$ cat src/rtl/mobo_mem_ctrl.sv
// mobo_mem_ctrl: motherboard memory controller behind the CPU bus.
// Four-phase req/done handshake with wait states and a word RAM.
`ifndef WORD_WIDTH
`define WORD_WIDTH 16
`endif

module mobo_mem_ctrl #(
  parameter int word_width = `WORD_WIDTH,
  parameter int addr_bits  = 8,
  parameter int mem_lat    = 2
) (
  input  logic                  clk,
  input  logic                  rst,
  input  logic [word_width-1:0] mobo_ctrl,
  output logic [word_width-1:0] mobo_stat,
  input  logic [word_width-1:0] addr_in,
  input  logic [word_width-1:0] cpu_dat_in,
  output logic [word_width-1:0] cpu_dat_out
);

  localparam logic [1:0] S_IDLE   = 2'd0;
  localparam logic [1:0] S_WAIT   = 2'd1;
  localparam logic [1:0] S_ACCESS = 2'd2;
  localparam logic [1:0] S_DONE   = 2'd3;
  localparam int depth = 1 << addr_bits;

  logic [1:0]            state;
  logic [3:0]            cnt;
  logic [word_width-1:0] addr_q;
  logic [word_width-1:0] dat_q;
  logic                  we_q;
  logic                  busy;
  logic                  done;
  logic                  err;
  logic [word_width-1:0] rd_q;
  logic [word_width-1:0] mem [depth];

  logic                  req;
  logic                  we;
  logic                  in_range;
  logic [addr_bits-1:0]  idx;
  logic                  ctrl_unused;

  assign req         = mobo_ctrl[0];
  assign we          = mobo_ctrl[1];
  assign ctrl_unused = ^mobo_ctrl[word_width-1:2];
  // range check spans the whole word; only the low bits index the RAM
  assign in_range    = (addr_q >> addr_bits) == '0;
  assign idx         = addr_q[addr_bits-1:0];

  assign mobo_stat   = {{(word_width-3){1'b0}}, err, done, busy};
  assign cpu_dat_out = rd_q;

  always_ff @(posedge clk) begin
    if (rst) begin
      state <= S_IDLE;
      cnt   <= '0;
      busy  <= 1'b0;
      done  <= 1'b0;
      err   <= 1'b0;
      rd_q  <= '0;
    end else begin
      unique case (state)
        S_IDLE: begin
          if (req) begin
            addr_q <= addr_in;
            dat_q  <= cpu_dat_in;
            we_q   <= we;
            busy   <= 1'b1;
            if (mem_lat > 0) begin
              cnt   <= 4'(mem_lat - 1);
              state <= S_WAIT;
            end else begin
              state <= S_ACCESS;
            end
          end
        end
        S_WAIT: begin
          if (cnt == '0) state <= S_ACCESS;
          else           cnt   <= cnt - 4'd1;
        end
        S_ACCESS: begin
          busy  <= 1'b0;
          done  <= 1'b1;
          state <= S_DONE;
          if (!in_range) begin
            err  <= 1'b1;
            rd_q <= '0;
          end else if (!we_q) begin
            rd_q <= mem[idx];
          end
        end
        S_DONE: begin
          if (!req) begin
            done  <= 1'b0;
            err   <= 1'b0;
            state <= S_IDLE;
          end
        end
        default: state <= S_IDLE;
      endcase
    end
  end

  // RAM is never cleared; a reset on the access edge drops the write
  always_ff @(posedge clk) begin
    if (!rst && state == S_ACCESS && we_q && in_range)
      mem[idx] <= dat_q;
  end

endmodule

$ cat config.mk
export PLATFORM = sky130hd
export DESIGN_NAME = mobo_mem_ctrl
export DESIGN_NICKNAME = d
export VERILOG_FILES = /design/src/rtl/mobo_mem_ctrl.sv
export SDC_FILE = /design/constraint.sdc
export NUM_CORES = 2
export LEC_CHECK = 0
export ABC_AREA = 1
export ABC_CLOCK_PERIOD_IN_PS = 5700
export CORE_AREA = 10 10 421 833
export CTS_CLUSTER_DIAMETER = 200
export CTS_CLUSTER_SIZE = 20
export DETAILED_ROUTE_END_ITERATION = 10
export DIE_AREA = 0 0 431 843
export HOLD_SLACK_MARGIN = 0.1
export PLACE_DENSITY = 0.63
export SYNTH_ARGS = -nofsm -noshare
export SYNTH_HDL_FRONTEND = slang
export SYNTH_SLANG_ARGS = --single-unit
$ cat constraint.sdc
create_clock -name clk -period 5.7 [get_ports clk]
set_input_delay 0.57 -clock clk [delete_from_list [all_inputs] [get_ports clk]]
set_output_delay 0.57 -clock clk [all_outputs]
set_load 0.005 [all_outputs]
==> impl_metrics.env <==
export IMPL_status="finished, final reports clean"
export IMPL_cts_root_buf="clkbuf_16"
export IMPL_core_mm2=0.337
export IMPL_fin_setup_tns_ps=0
export IMPL_cp_num_buf_inv=2
export IMPL_clk_pin_slew_ps=90
export IMPL_die_area_mm2=0.363
export IMPL_setup_viol=0
export IMPL_end_kind="flop"
export IMPL_required_ps=6550
export IMPL_drt_pass1_iterations=7
export IMPL_clk_path_buf_depth=4
export IMPL_fp_dieW_um=431
export IMPL_critPathMostFrequentCell="nand3_1"
export IMPL_fin_ws_ps=1540
export IMPL_cts_made_buffers=234
export IMPL_grt_pass1_vias=104137
export IMPL_final_hold_violation_count=0
export IMPL_cts_tree="yes"
export IMPL_dp_hpwl_mm=269
export IMPL_critical_path_top_delay_family="simple AND/OR/NAND/NOR gates"
export IMPL_path_class="flop to flop"
export IMPL_worstSetupStartpointType="flop"
export IMPL_synth_cells=13737
export IMPL_cp_arrival_ps=5020
export IMPL_yosysSeqAreaShare_pct=74.3
export IMPL_gr_usage_all_layers_pct=25.3
export IMPL_overflow=0
export IMPL_slew_headroom_pct=16.8
export IMPL_synth_seq_cells=4162
export IMPL_gp_congestion=0.908
export IMPL_post_cts_setup_buffers=0
export IMPL_num_vias=108002
export IMPL_ios=82
export IMPL_synthArstFlopShare_pct=0
export IMPL_nets=13601
export IMPL_rsz0062_at_grt="no"
export IMPL_routedWlPerCell_um=26.3
export IMPL_clock_sinks=4162
export IMPL_critPathMaxFanout=123
export IMPL_htreeDepth=4
export IMPL_grt_max_degree=184
export IMPL_grt_pass1_wl_mm=688
export IMPL_r2r_cells=12
export IMPL_ir_worst_vdd_v=0.000493
export IMPL_avgViaCountPerCell=5.99
export IMPL_synthDistinctLibCells=29
export IMPL_cts_resized=0
export IMPL_synth_warnings=0
export IMPL_drc=0
export IMPL_tightest_slew_ps=1250
export IMPL_row_count=302
export IMPL_power_density_mw_per_mm2=366
export IMPL_die_h_um=843
export IMPL_port_buffers=54
export IMPL_clock_latency_ps=970
export IMPL_synthFlopType="edfxtp_1"
export IMPL_post_route_period_util_pct=73.1
export IMPL_endpoint="cpu_dat_out[5]"
export IMPL_reg2reg_slack_ps=1540
export IMPL_wl_mm=474
export IMPL_synth_area_mm2=0.168
export IMPL_cp_slowest_stage_delay_ps=980
export IMPL_cts_hold_buf=0
export IMPL_synth_edff_count=4129
export IMPL_drt_iter0_drc=11954
export IMPL_worstHoldPathType="input pin to flop"
export IMPL_critPathSlowestCell="dfxtp_4"
export IMPL_path_cells="inv_16 -> buf_4 -> nand2_1 -> nand3_1 -> nand3_1 -> nand3_1 -> nand3_1 -> nand3_1 -> nand3_1 -> nand3_1 -> nand3_1 -> a21oi_1"
export IMPL_p_leak_nw=61.2
export IMPL_nFillCells=27906
export IMPL_cp_num_cells=12
export IMPL_r2r_end="cpu_dat_out[5]"
export IMPL_syn_area_per_cell_um2=12.2
export IMPL_start_util_pct=49.7
export IMPL_max_cap_violations=0
export IMPL_min_period_ps=4160
export IMPL_final_antenna_net_count=0
export IMPL_syn_to_final_growth_pct=6.76
export IMPL_place_ws_ps=1580
export IMPL_skew_ps=53.9
export IMPL_slew_viol_final=0
export IMPL_fmax_mhz=240
export IMPL_antenna_found_initial=8
export IMPL_drive_gt1_share_pct=5.53
-- layout by cell type, fill, tap and decap left out, types with 31 or more instances in the layout --
cell,synthesis,layout
nand2_1,4151,4135
edfxtp_1,4129,4129
nand3_1,4082,4082
buf_4,144,398
nor2_1,275,275
clkbuf_16,0,238
buf_12,1,64
clkdlybuf4s50_1,0,54
clkbuf_1,141,49
inv_1,33,31
-- sequential cells by signal, indices dropped and copies added (netlist names), named ones only --
name and cells:
err 1, cnt 4, dat_q 16, done 1, mem 4096, cpu_dat_out 16
addr_q 16, busy 1, we_q 1, state 2
-- through the flow --
stage / power, W / util (%) / instances / cell area (µm²) / hold WS (ps)
2_1_floorplan: 0.0442 / - / 13749 / 168000 / 439
3_3_place_gp: 0.0490 / 51.2 / 17717 / 173000 / 459
3_5_place_dp: 0.0492 / 51.2 / 17717 / 173000 / 454
4_1_cts: 0.0657 / 53.1 / 18006 / 179000 / 122
5_1_grt: 0.0678 / 53.1 / 18008 / 179000 / 147
6_report: 0.0656 / 53.1 / 18022 / 179000 / 182
-- layout make-up --
cell class / count / area, µm² / share of cell area (%)
clock buffers: 287 / 6140 / 3.43
well taps: 4408 / 5520 / 3.08
diodes: 16 / 40.0 / 0.0224
repair buffers: 516 / 4810 / 2.69
inverters: 38 / 184 / 0.103
flip-flops and latches: 4162 / 125000 / 69.6
multi-input cells: 8593 / 37700 / 21.0
clock inverters: 2 / 36.3 / 0.0203
-- cell families after synthesis --
group / share of synthesized area, %
and+or+nand+nor: 22.2
DFF: 74.3
buffers and inverters: 3.30
other: 0.00224
AOI/OAI and AO/OA: 0.126
adders and majority gates: 0.0448
-- where the power goes --
| group | switching (W) | total (W) | internal (W) |
|---|---|---|---|
| clock | 0.00936 | 0.0169 | 0.00752 |
| combinational | 0.0108 | 0.0143 | 0.00345 |
| sequential | 0.000251 | 0.0344 | 0.0342 |
-- synthesized netlist by cell type, types with 23 or more instances --
| cell type | n | area, µm² |
|---|---|---|
| nand2_1 | 4151 | 15600 |
| inv_1 | 33 | 124 |
| buf_1 | 117 | 439 |
| a21oi_1 | 23 | 115 |
| nor2_1 | 275 | 1030 |
| nand3_1 | 4082 | 20400 |
| dfxtp_1 | 33 | 661 |
| buf_4 | 144 | 1080 |
| clkbuf_1 | 141 | 529 |
| edfxtp_1 | 4129 | 124000 |
| buf_6 | 84 | 946 |
| buf_2 | 467 | 2340 |
-- worst reg2reg max path, stage by stage (launching register included) --
cell	delay (ps)
dfxtp_4	980
inv_16	430
buf_4	620
nand2_1	100
nand3_1	70
nand3_1	110
nand3_1	230
nand3_1	280
nand3_1	210
nand3_1	240
nand3_1	440
nand3_1	270
a21oi_1	90
-- worst min-delay path by stage --
stage | endpoint | start | slack [ps] | cells after the start
after floorplan | err | err | 440 | 2
after global placement | err | err | 460 | 2
after detailed placement | err | err | 450 | 2
after CTS | dat_q[4] | cpu_dat_in[4] | 120 | 1
after global routing | dat_q[10] | cpu_dat_in[10] | 150 | 1
final | dat_q[4] | cpu_dat_in[4] | 180 | 1
-- routing by layer --
metal	up-vias	GRT usage (%)	part of all wire (%)
met1	53699	30.3	35
met3	1046	3.00	7.2
li1	48305	-	-
met2	4950	43.0	50
met4	2	16.7	7.6
met5	-	0	0.0027
Note: power is estimated with default switching activity, not from simulation.
